--- src/rtl/wts_slot_master.sv ---
// Slot bus master: runs one memory read or write cycle (T1, T2, optional TW, T3)
// per accepted command, with cartridge wait-state insertion and a timeout.
module wts_slot_master #(
   parameter int WAIT_LIMIT = 16
) (
   input  logic        clk,
   input  logic        reset,
   input  logic        cmd_valid,
   output logic        cmd_ready,
   input  logic        cmd_write,
   input  logic [15:0] cmd_address,
   input  logic [7:0]  cmd_wdata,
   output logic        rsp_valid,
   output logic [7:0]  rsp_rdata,
   output logic        rsp_timeout,
   output logic [15:0] slot_a,
   output logic [7:0]  slot_d_out,
   output logic        slot_d_oe,
   input  logic [7:0]  slot_d_in,
   output logic        slot_nsltsl,
   output logic        slot_nmerq,
   output logic        slot_nrd,
   output logic        slot_nwr,
   input  logic        slot_nwait
);

   typedef enum logic [2:0] {
      S_IDLE = 3'd0,
      S_T1   = 3'd1,
      S_T2   = 3'd2,
      S_TW   = 3'd3,
      S_T3   = 3'd4
   } state_t;

   localparam logic [7:0] WAIT_MAX = 8'(WAIT_LIMIT);

   state_t      state_q, state_d;
   logic [2:0]  tcnt_q, tcnt_d;
   logic [7:0]  wcnt_q, wcnt_d;
   logic        tmo_q, tmo_d;
   logic        wr_q, wr_d;
   logic [15:0] addr_q, addr_d;
   logic [7:0]  wdata_q, wdata_d;
   logic [7:0]  rdata_q, rdata_d;

   logic        ready_q, ready_d;
   logic        valid_q, valid_d;
   logic        tout_q, tout_d;
   logic [15:0] a_q, a_d;
   logic [7:0]  dout_q, dout_d;
   logic        oe_q, oe_d;
   logic        nsltsl_q, nsltsl_d;
   logic        nmerq_q, nmerq_d;
   logic        nrd_q, nrd_d;
   logic        nwr_q, nwr_d;

   logic        front_s;
   logic        mreq_low_s;
   logic        wr_low_s;

   // Sequencer: T-state/clock position, wait accounting and read capture.
   always_comb begin
      state_d = state_q;
      tcnt_d  = tcnt_q;
      wcnt_d  = wcnt_q;
      tmo_d   = tmo_q;
      wr_d    = wr_q;
      addr_d  = addr_q;
      wdata_d = wdata_q;
      rdata_d = rdata_q;
      case (state_q)
         S_IDLE: begin
            if (cmd_valid) begin
               state_d = S_T1;
               tcnt_d  = 3'd0;
               wcnt_d  = 8'd0;
               tmo_d   = 1'b0;
               wr_d    = cmd_write;
               addr_d  = cmd_address;
               wdata_d = cmd_wdata;
            end else begin
               tcnt_d  = 3'd0;
            end
         end
         S_T1: begin
            if (tcnt_q == 3'd5) begin
               state_d = S_T2;
               tcnt_d  = 3'd0;
            end else begin
               tcnt_d  = tcnt_q + 3'd1;
            end
         end
         S_T2, S_TW: begin
            if (tcnt_q == 3'd5) begin
               tcnt_d = 3'd0;
               if (!slot_nwait && (wcnt_q < WAIT_MAX)) begin
                  state_d = S_TW;
                  wcnt_d  = (wcnt_q == 8'hFF) ? wcnt_q : wcnt_q + 8'd1;
               end else begin
                  state_d = S_T3;
                  tmo_d   = !slot_nwait;
               end
            end else begin
               tcnt_d = tcnt_q + 3'd1;
            end
         end
         S_T3: begin
            if ((tcnt_q == 3'd3) && !wr_q) begin
               rdata_d = slot_d_in;
            end else begin
               rdata_d = rdata_q;
            end
            if (tcnt_q == 3'd5) begin
               state_d = S_IDLE;
               tcnt_d  = 3'd0;
            end else begin
               tcnt_d  = tcnt_q + 3'd1;
            end
         end
         default: begin
            state_d = S_IDLE;
            tcnt_d  = 3'd0;
         end
      endcase
   end

   // Output decode from the next position so every pin comes straight from a flop.
   always_comb begin
      front_s    = ((state_d == S_T1) && (tcnt_d >= 3'd3)) ||
                   (state_d == S_T2) || (state_d == S_TW);
      mreq_low_s = front_s ||
                   ((state_d == S_T3) && (tcnt_d <= (wr_d ? 3'd2 : 3'd3)));
      wr_low_s   = wr_d && (((state_d == S_T2) && (tcnt_d >= 3'd3)) ||
                            (state_d == S_TW) ||
                            ((state_d == S_T3) && (tcnt_d <= 3'd2)));
      ready_d    = (state_d == S_IDLE);
      valid_d    = (state_q == S_T3) && (tcnt_q == 3'd5);
      tout_d     = valid_d && tmo_q;
      a_d        = (state_d == S_IDLE) ? 16'h0000 : addr_d;
      oe_d       = wr_d && (front_s || (state_d == S_T3));
      dout_d     = oe_d ? wdata_d : 8'h00;
      nsltsl_d   = !mreq_low_s;
      nmerq_d    = !mreq_low_s;
      nrd_d      = !(mreq_low_s && !wr_d);
      nwr_d      = !wr_low_s;
   end

   // State and output registers; reset drops any cycle in flight.
   always_ff @(posedge clk or posedge reset) begin
      if (reset) begin
         state_q  <= S_IDLE;
         tcnt_q   <= 3'd0;
         wcnt_q   <= 8'd0;
         tmo_q    <= 1'b0;
         wr_q     <= 1'b0;
         addr_q   <= 16'h0000;
         wdata_q  <= 8'h00;
         rdata_q  <= 8'h00;
         ready_q  <= 1'b1;
         valid_q  <= 1'b0;
         tout_q   <= 1'b0;
         a_q      <= 16'h0000;
         dout_q   <= 8'h00;
         oe_q     <= 1'b0;
         nsltsl_q <= 1'b1;
         nmerq_q  <= 1'b1;
         nrd_q    <= 1'b1;
         nwr_q    <= 1'b1;
      end else begin
         state_q  <= state_d;
         tcnt_q   <= tcnt_d;
         wcnt_q   <= wcnt_d;
         tmo_q    <= tmo_d;
         wr_q     <= wr_d;
         addr_q   <= addr_d;
         wdata_q  <= wdata_d;
         rdata_q  <= rdata_d;
         ready_q  <= ready_d;
         valid_q  <= valid_d;
         tout_q   <= tout_d;
         a_q      <= a_d;
         dout_q   <= dout_d;
         oe_q     <= oe_d;
         nsltsl_q <= nsltsl_d;
         nmerq_q  <= nmerq_d;
         nrd_q    <= nrd_d;
         nwr_q    <= nwr_d;
      end
   end

   assign cmd_ready   = ready_q;
   assign rsp_valid   = valid_q;
   assign rsp_timeout = tout_q;
   assign rsp_rdata   = rdata_q;
   assign slot_a      = a_q;
   assign slot_d_out  = dout_q;
   assign slot_d_oe   = oe_q;
   assign slot_nsltsl = nsltsl_q;
   assign slot_nmerq  = nmerq_q;
   assign slot_nrd    = nrd_q;
   assign slot_nwr    = nwr_q;

endmodule

--- config.mk ---
export PLATFORM = sky130hd
export DESIGN_NAME = wts_slot_master
export DESIGN_NICKNAME = d
export VERILOG_FILES = /design/src/rtl/wts_slot_master.sv
export SDC_FILE = /design/constraint.sdc
export NUM_CORES = 1
export LEC_CHECK = 0
export ABC_AREA = 1
export CORE_MARGIN = 3
export CORE_UTILIZATION = 50
export DETAILED_ROUTE_END_ITERATION = 8
export PLACE_DENSITY = 0.81
export SLEW_MARGIN = 25
export SYNTH_ARGS = -nofsm -noshare
export SYNTH_HDL_FRONTEND = slang
export SYNTH_SLANG_ARGS = --single-unit
export TNS_END_PERCENT = 50
--- constraint.sdc ---
create_clock -name clk -period 4.9 [get_ports clk]
set_clock_uncertainty 0.05 [all_clocks]
set_input_delay 0.98 -clock clk [delete_from_list [all_inputs] [get_ports clk]]
set_output_delay 0.98 -clock clk [all_outputs]
set_load 0.03 [all_outputs]
# After elaboration in Yosys (flattened, before gate mapping)
# Cells that the tools add are included.
dict set report word_totals {
  ff_bits 79
  output_inout_bits 40
  elab_cells 96
}
dict set report op_classes {
  n_addsub 2
  reduce_logical 31
  n_lt_le_gt_ge 4
  n_eq_ne 16
  mux 26
}
# cell n
set ops {}
lappend ops {{$mux W8} 7}
lappend ops {{$mux W16} 3}
lappend ops {{$mux W3} 7}
lappend ops {{$pmux W8 S2} 1}
lappend ops {{$eq A3 B2 Y1 const B} 5}
lappend ops {{$pmux W3 S4} 1}
lappend ops {{$logic_and A1 B1 Y1} 11}
lappend ops {{$ne A2 B2 Y1 const B} 5}
lappend ops {{$eq A3 B3 Y1 const B} 3}
lappend ops {{$add A8 B1 Y8 const B} 1}
lappend ops {{$eq A8 B8 Y1 const B} 1}
lappend ops {{$lt A8 B5 Y1 const B} 1}
lappend ops {{$eq A3 B1 Y1 const B} 2}
lappend ops {{$logic_not A1 Y1} 6}
lappend ops {{$logic_not A3 Y1} 2}
lappend ops {{$logic_or A1 B1 Y1} 6}
lappend ops {{$mux W1} 6}
lappend ops {{$reduce_and A5 Y1} 1}
lappend ops {{$reduce_and A4 Y1} 1}
lappend ops {{$reduce_or A4 Y1} 1}
lappend ops {{$add A3 B1 Y3 const B} 1}
lappend ops {{$ge A3 B2 Y1 const B} 1}
lappend ops {{$le A3 B2 Y1} 1}
lappend ops {{$le A3 B2 Y1 const B} 1}
lappend ops {{4 further kinds} 4}

# Depth between registers and ports, before layout
# Gate-level depths: netlist of run 1.
dict set report logic_depth {
  depth_word 12
  mapped_depth 10
  depth_no_buf 10
}

# Worst setup path after synthesis of run 1
# Ideal clock, no wire load.
dict set report synth_timing {
  path_kind {in2reg}
  from {in slot_nwait}
  to {reg a_q[10] (netlist: slot_a[10])}
  path_buffers 1
  required_time_ps 4725
  cell_stages 8
  arrival_ps 1832
  slack_ps 2893
  cell_sequence {inv_1 nand3_1 nand2_1 nand2_1 nand2_2 nor3_4 buf_6 nor2_1}
}
dict set report synth_via {
  elab_chain_len 7
}
# element line_no
set synth_rtl {}
lappend synth_rtl {{start: declaration} 24} ;# input logic slot_nwait
lappend synth_rtl {{$logic_not A1 Y1} 96} ;# if (!slot_nwait && (wcnt_q < WAIT_MAX)) begin
lappend synth_rtl {{$logic_and A1 B1 Y1} 96}
lappend synth_rtl {{$mux W3} 96}
lappend synth_rtl {{$mux W3} 94} ;# if (tcnt_q == 3'd5) begin
lappend synth_rtl {{$pmux W3 S4} 71} ;# case (state_q)
lappend synth_rtl {{net state_d[1]} 37} ;# state_t state_q, state_d;
lappend synth_rtl {{$logic_not A3 Y1} --}
lappend synth_rtl {{net ready_d} 46} ;# logic ready_q, ready_d;
lappend synth_rtl {{$mux W16} 139} ;# a_d = (state_d == S_IDLE) ? 16'h0000 : addr_d;
lappend synth_rtl {{net a_d[10]} 49} ;# logic [15:0] a_q, a_d;
lappend synth_rtl {{end signal: assignment} 162} ;# a_q <= 16'h0000;
lappend synth_rtl {{end signal: assignment} 181} ;# a_q <= a_d;
lappend synth_rtl {{end: declaration} 49}
# The timed path passes the listed nets, and every way through them passes these cells.
# A chain may end at the register's enable or synchronous reset.

# Worst setup path in the final report of run 1
dict set report layout_timing {
  from {in cmd_valid}
  to {reg a_q[3] (netlist: slot_a[3])}
}
dict set report layout_via {
  elab_chain_len 4
}
# element line_no
set layout_rtl {}
lappend layout_rtl {{start: declaration} 8} ;# input logic cmd_valid,
lappend layout_rtl {{$mux W3} 73} ;# if (cmd_valid) begin
lappend layout_rtl {{$pmux W3 S4} 71}
lappend layout_rtl {{net state_d[0]} 37}
lappend layout_rtl {{$logic_not A3 Y1} 139}
lappend layout_rtl {{$mux W16} 139}
lappend layout_rtl {{net a_d[3]} 49}
# The timed path passes the listed nets, and every way through them passes these cells.

==> impl_results.md, run 1 <==
- CTS Hold Bufs: 0
- Nets@finish: 417
- Outcome: completed
- Antenna Cells: 0
- Sequential area share after synthesis: 63.3%
- First-pass GRT wire length: 10,500 um
- Share of cells above drive strength 1: 18.8%
- Yosys cell types: 28
- Initial core utilization: 52.3%
- Post-synthesis compound-gate area fraction: 6.63%
- RSZ-0062 raised after global routing: no
- Gates resized, CTS repair: 0
- Tmin final: 2.72 ns
- Total power: 2670 uW
- I/O pin total: 77
- CP Max Fanout: 27
- Area delta synth->final: 33.1%
- DRC: 0
- Achievable Freq: 368 MHz
- Static leakage: 0.00194 uW
- PD cells: 641 mW/mm^2
- Post-synthesis register bit count: 79
- Setup TNS Final: 0 ns
- Count of input and output buffers: 76
- Post-Synthesis Cells: 296
- Placed cells: 441
- Vias in the first global route: 2,279
- GPL Wtd Cong: 0.779
- Most frequent cells in the layout: clkdlybuf4s50_1 (76), dfrtp_1 (75), inv_1 (40)
- DR pass1 iterations: 4
- Clock buffer depth: 2
- Post-route core utilization: 69.6%
- Worst Path Arrival: 2.87 ns
- Maximum vdd drop: 0.488 mV
- Cts bufs inserted: 9
- Post-synthesis instance area: 0.00313 mm^2
- Worst-path clk slew: 0.09 ns
- WL final: 6380 um
- Req. time, crit path: 5.05 ns
- CTS root buf: clkbuf_8
- Die ar.: 0.00725 mm^2
- Syn nets: 336
- Die Width: 85.1 um
- Critical path class: in -> reg
- Starting DRT DRC Count: 105
- # Max-Cap Violations: 0
- Period utilization: 55.5%
- Yosys warns: 0
- Avg Cell Area, Syn: 10.6 um^2
- H-tree depth: 3
- Setup crit end kind: flip-flop
- Detail Placement HPWL: 4350 um
- Post-DP Area: 0.00396 mm^2
- Final Hold Fails: 0
- Core region area: 0.00599 mm^2
- Via density: 4.87
- Rows: 28
- Post-synthesis mux area share: 2.88%
- Final setup viols: 0
- Xor and xnor area share after synthesis: 0.839%
- Overflow after GRT: 0
- Vias: 2,225
- HP Class: reg -> reg
- Crit start category: primary input
- Largest family of logic cells by synthesized area: simple AND/OR/NAND/NOR gates
- CTS tree: done
- Largest net degree at the start of global routing: 45
- DIE HEIGHT: 85.1 um
- Clock sink total: 79
- Total track usage: 18.8%
- Antenna viol nets, final: 0
- Initial antenna violation count: 0
- Synth Area in Adders: 1.20%
- Avg WL per Cell: 13.9 um
- Clock latency at the later pin of the worst-skew pair: 0.35 ns
- Commonest non-fill, non-tap cell in the layout: clkdlybuf4s50_1
- Synth Area in Simple Gates: 18.4%
- Setup bufs post-CTS: 0
- Pins Over Slew Limit: 0
- Headroom to the max-slew limit: 50.7%
- Tightest Pin Transition: 0.738 ns
- Layout Cells excl Fill: 457
- Final instance area: 0.00417 mm^2
==> report_power, final <==
group	switching [uW]	internal [uW]
combinational	718	449
clock	257	258
sequential	85.3	904
total	1060	1610
==> final cells by class <==
class / count / area, um^2
sequential: 79 / 1980
fill: 457 / 1820
multi-input combinational: 164 / 937
timing repair buffer: 77 / 768
inverter: 46 / 174
clock buffer: 10 / 138
tap: 75 / 93.8
clock inverter: 6 / 75.1
==> cell families (layout without fill, tap and decap cells) <==
| kind of cell | after synthesis | in the layout |
|---|---|---|
| simple gates | 110 | 110 |
| flops | 79 | 79 |
| buf+inv | 53 | 139 |
| compound gates | 40 | 40 |
| mux | 8 | 8 |
| fa+ha+maj | 3 | 3 |
| xor+xnor | 3 | 3 |
==> state kept, by name (all words and copies together), names as in the netlist <==
signal / count
wdata_q: 8
slot_nmerq: 1
tcnt_q: 3
tmo_q: 1
wr_q: 1
wcnt_q: 8
slot_d_oe: 1
slot_nrd: 1
state_q: 3
rsp_timeout: 1
slot_a: 16
slot_d_out: 8
slot_nwr: 1
addr_q: 16
cmd_ready: 1
rsp_rdata: 8
rsp_valid: 1
==> per-stage QoR <==
stage | hold WS, ns | worst slack (ns)
floorplan | 0.408 | 1.85
global placement | 0.424 | 1.90
detailed placement | 0.443 | 1.82
CTS | 0.460 | 2.15
global route | 0.488 | 1.99
finish | 0.461 | 2.18
==> critical path: stages <==
cell and delay [ns]:
clkdlybuf4s50_1 0.47, nand3_4 0.28, inv_2 0.22, a21oi_2 0.15
nand2_1 0.12, nor3_4 0.54, nor2_1 0.11
==> per-layer routing <==
layer	track usage [%]	wire, um
met5	0	0
met4	9.35	138
met3	3.98	298
met2	30.6	3260
met1	24.0	2680
==> synth_stat cells <==
cell	count	area share, %
ha_1	3	1.2
nor3_4	1	0.52
nand2_1	31	3.7
nand3b_4	1	0.64
a21oi_2	1	0.28
o21ai_2	1	0.28
nand4_1	2	0.40
or2_2	27	5.4
nor3_1	2	0.32
nand3b_1	1	0.24
o21ai_0	34	5.4
dfstp_2	4	3.4
a21oi_1	2	0.32
buf_4	1	0.24
nor2_1	29	3.5
inv_2	5	0.60
dfrtp_1	75	60
inv_1	41	4.9
mux2_2	8	2.9
clkbuf_1	4	0.48
nor2_4	1	0.36
o21ai_1	2	0.32
buf_6	1	0.36
nand3_4	2	1.1
xor2_1	3	0.84
buf_2	1	0.16
nand3_1	10	1.6
nand2_2	3	0.60
==> final timing paths <==
path                            startpoint  cells after the start          end  slack [ns]
worst max-delay path             cmd_valid                      7    slot_a[3]        2.18
worst min-delay path                 tmo_q                      2  rsp_timeout        0.46
worst max register to register  state_q[2]                      7    slot_a[3]        2.78
worst min register to register       tmo_q                      2  rsp_timeout        0.46
max in group asynchronous            reset                      3    addr_q[9]        2.87
min in group asynchronous            reset                      2   slot_a[14]        1.00
Note: power is estimated with default switching activity, not from simulation.
==> run 2: changes to the inputs <==
- CORE_UTILIZATION: 50 -> 49
- PLACE_DENSITY: 0.81 -> 0.79
- clock period: 4.9 -> 2.52 ns (I/O delays scaled with it)
==> impl_results.md, run 2 (synthesized netlist as in run 1, its figures left out) <==
- CTS Hold Bufs: 0
- GPL Wtd Cong: 0.835
- Antenna Cells: 0
- Final instance area: 0.00420 mm^2
- CTS tree: done
- Area delta synth->final: 34.3%
- Setup WS pre-CTS: 0.266 ns
- Gates resized, CTS repair: 0
- Tmin final: 2.10 ns
- Core region area: 0.00606 mm^2
- Vias: 2,194
- Worst path max stage delay: 0.67 ns
- DRC: 0
- Setup TNS Final: 0 ns
- Clock Power Share: 19.6%
- Crit path cell chain: clkdlybuf4s50_1
- Gate power share: 43.7%
- Crit start category: flip-flop
- Setup bufs post-CTS: 0
- Final setup viols: 0
- Detail Placement HPWL: 4390 um
- CTS root buf: clkbuf_8
- WP buf/inv: 1
- Setup crit end kind: output pin
- Pins Over Slew Limit: 0
- Overflow after GRT: 0
- Total track usage: 18.4%
- Worst-path clk slew: 0.07 ns
- Req. time, crit path: 1.97 ns
- HP Class: reg -> reg
- Period utilization: 83.1%
- Nets@finish: 420
- Cts bufs inserted: 9
- DIE HEIGHT: 85.9 um
- Post-DP Area: 0.00398 mm^2
- Avg WL per Cell: 13.3 um
- Net Sw Power: 1990 uW
- Post-route core utilization: 69.3%
- Critical path class: reg -> out
- Final Hold Fails: 0
- CP Max Fanout: 2
- RSZ-0062 raised after global routing: no
- Antenna viol nets, final: 0
- Share of cells above drive strength 1: 19.2%
- Switching share of power: 38.1%
- PD cells: 1240 mW/mm^2
- Die Width: 85.9 um
- Starting DRT DRC Count: 69
- First-pass GRT wire length: 10,500 um
- CP max-delay cell: clkdlybuf4s50_1
- Largest net degree at the start of global routing: 47
- DR pass1 iterations: 4
- Sequential share of power: 36.6%
- CP top delay family: buffers and inverters
- Count of input and output buffers: 76
- I/O pin total: 77
- Vias in the first global route: 2,259
- Most frequent cells in the layout: clkdlybuf4s50_1 (76), dfrtp_1 (75), inv_1 (40)
- Worst Path Arrival: 1.54 ns
- Clock buffer depth: 2
- H-tree depth: 3
- Initial core utilization: 51.7%
- Tightest Pin Transition: 0.576 ns
- Maximum vdd drop: 0.774 mV
- Via density: 4.77
- WL final: 6140 um
- Clock sink total: 79
- Headroom to the max-slew limit: 61.6%
- Worst setup margin: 0.425 ns
- # Max-Cap Violations: 0
- Initial antenna violation count: 0
- Rows: 28
- Achievable Freq: 477 MHz
- Commonest non-fill, non-tap cell in the layout: clkdlybuf4s50_1
- Clock latency at the later pin of the worst-skew pair: 0.34 ns
- Pint: 3240 uW
- Outcome: completed
- Die ar.: 0.00738 mm^2
- Static leakage: 0.00195 uW
## run 2: cell count changes in the layout (fill, tap and decap cells not counted), sizes merged
cell      before  now
buf            1    4
bufinv         1    2
clkbuf        10   11
clkinv         1    2
clkinvlp       1    2
inv           49   45
## run 2: worst paths after layout
path / startpoint / slack, ns / cells past startpoint / to
max in group asynchronous: reset / 1.37 / 3 / slot_a[0]
min reg2reg: rsp_rdata[1] / 0.46 / 1 / rsp_rdata[1]
min in group asynchronous: reset / 0.59 / 3 / tcnt_q[0]
max reg2reg: state_q[1] / 0.64 / 10 / slot_nrd
max: slot_nmerq / 0.42 / 1 / slot_nsltsl
min: rsp_rdata[1] / 0.46 / 1 / rsp_rdata[1]
## run 2: layer usage
metal  global-route usage [%]  part of all wire (%)  wire length, um
met5                        0                     0                0
met4                     9.06                   1.5               90
met3                     4.90                   5.0              304
met1                     23.1                    44             2670
met2                     29.4                    50             3070
## run 2: stage by stage
stage / hold WS, ns / power (uW) / instances
after floorplan: 0.408 / 3470 / 296
after global placement: 0.424 / 4160 / 444
after detailed placement: 0.442 / 4250 / 444
after CTS: 0.459 / 5290 / 460
after global routing: 0.463 / 5620 / 460
final: 0.456 / 5230 / 460
## run 2: power by group through the flow
stage	combinational, uW	clock, uW	sequential [uW]
floorplan	1110	0	2360
global placement	2240	0	1930
detailed placement	2310	0	1940
CTS	2320	1060	1920
global route	2540	1100	1970
finish	2290	1030	1920
## run 2: layout make-up
type / count / area, um^2
Clock inverter: 5 / 81.3
Inverter: 46 / 176
Tap cell: 75 / 93.8
Sequential cell: 79 / 1980
Clock buffer: 11 / 141
Fill cell: 470 / 1860
Multi-Input combinational cell: 164 / 937
Timing Repair Buffer: 80 / 791
==> run 3: changes to the inputs <==
- clock period: 2.52 -> 2.1 ns (I/O delays scaled with it)
==> impl_results.md, run 3 (synthesized netlist as in run 1, its figures left out) <==
- Vias in the first global route: 2,350
- Initial antenna violation count: 0
- Tmin final: 2.01 ns
- Setup TNS Final: 0 ns
- Hold Path Depth: 2
- DIE HEIGHT: 85.9 um
- Cts bufs inserted: 9
- Static leakage: 0.00195 uW
- CTS tree: done
- HP Class: reg -> reg
- Antenna viol nets, final: 0
- DR pass1 iterations: 4
- Headroom to the max-slew limit: 60.2%
- CTS root buf: clkbuf_8
- CTS Hold Bufs: 0
- Final Hold Fails: 0
- Pins Over Slew Limit: 0
- Most frequent cells in the layout: clkdlybuf4s50_1 (76), dfrtp_1 (75), inv_1 (40)
- Die ar.: 0.00738 mm^2
- Commonest non-fill, non-tap cell in the layout: clkdlybuf4s50_1
- Detail Placement HPWL: 4510 um
- # Max-Cap Violations: 0
- Reg-to-reg setup timing slack: 0.29 ns
- Filler instances: 439
- Rows: 28
- Worst path max stage delay: 0.67 ns
- Reg2reg end: slot_d_out[4]
- Gates resized, CTS repair: 0
- Total power: 6180 uW
- Worst-path clk slew: 0.07 ns
- CP max-delay cell: clkdlybuf4s50_1
- Clock latency at the later pin of the worst-skew pair: 0.34 ns
- Nets@finish: 423
- R2R cell count: 8
- H-tree depth: 3
- DRC: 0
- Setup bufs post-CTS: 0
- Maximum vdd drop: 0.866 mV
- Antenna Cells: 0
- Worst hold start: wcnt_q[7]
- Tightest Pin Transition: 0.596 ns
- Clock buffer depth: 2
- Post-DP Area: 0.00405 mm^2
- GPL Wtd Cong: 0.833
- Die Width: 85.9 um
- Vias: 2,259
- Largest net degree at the start of global routing: 25
- Clock sink total: 79
- First-pass GRT wire length: 10,700 um
- Worst R2R Start: state_q[1]
- Via density: 4.88
- Count of input and output buffers: 76
- RSZ-0062 raised after global routing: no
- Final instance area: 0.00424 mm^2
- Total track usage: 18.5%
- WL final: 6460 um
- Crit path cell chain: clkdlybuf4s50_1
- Worst Path Arrival: 1.54 ns
- PD cells: 1460 mW/mm^2
- Avg WL per Cell: 14.0 um
- CP Max Fanout: 2
- Overflow after GRT: 0
- Hold Path End: wcnt_q[7]
- Initial core utilization: 51.7%
- I/O pin total: 77
- Final setup viols: 0
- Starting DRT DRC Count: 78
- Achievable Freq: 498 MHz
- CP top delay family: buffers and inverters
- Outcome: completed
- Setup crit end kind: output pin
- Req. time, crit path: 1.63 ns
- Share of cells above drive strength 1: 19.8%
- WP buf/inv: 1
- Crit start category: flip-flop
- Area delta synth->final: 35.4%
- Period utilization: 95.6%
- Core region area: 0.00606 mm^2
- Critical path class: reg -> out
-- run 3: cell types whose count changed in the layout (fill, tap and decap cells not counted), sizes merged --
cell	delta
clkbuf	+1
clkinv	-2
clkinvlp	+3
bufinv	-2
buf	+3
-- run 3: worst max-delay path by stage --
stage,slack [ns],cells past startpoint,to,startpoint
global placement,0.13,9,slot_nrd,cmd_valid
detailed placement,0.13,9,slot_nrd,cmd_valid
global route,0.05,1,slot_nsltsl,slot_nmerq
floorplan,0.52,9,slot_nrd,state_q[0]
CTS,0.07,1,slot_nsltsl,slot_nmerq
finish,0.09,1,slot_nsltsl,slot_nmerq
-- run 3: area by class of cell --
cell class,instances,area (um^2),share of cell area [%]
multi-input cells,164,937,22.1
repair buffers,83,863,20.4
inverters,46,176,4.16
clock buffers,12,155,3.66
well taps,75,93.8,2.21
clock inverters,4,30.0,0.709
flip-flops and latches,79,1980,46.8
-- run 3: where the power goes --
group,switching [uW],total (uW),internal (uW),leakage [uW]
clock network,531,1030,494,0.0000809
registers,197,2310,2110,0.000945
logic,1700,2840,1140,0.000928
total,2430,6180,3740,0.00195
-- run 3: metrics by stage --
| step | setup WS (ns) | util (%) | hold slack, ns | instances |
|---|---|---|---|---|
| 6_report | 0.0924 | 69.9 | 0.450 | 463 |
| 5_1_grt | 0.0460 | 69.9 | 0.480 | 463 |
| 4_1_cts | 0.0659 | 69.9 | 0.454 | 463 |
| 3_5_place_dp | 0.135 | 66.9 | 0.436 | 447 |
| 3_3_place_gp | 0.130 | 66.9 | 0.429 | 447 |
| 2_1_floorplan | 0.525 | - | 0.408 | 296 |
-- run 3: metal layers --
layer	share of wire, %	vias up	global-route usage (%)
li1	-	1092	-
met1	41	1103	23.1
met2	52	53	31.3
met3	5.0	11	4.13
met4	1.5	0	7.48
met5	0	-	0
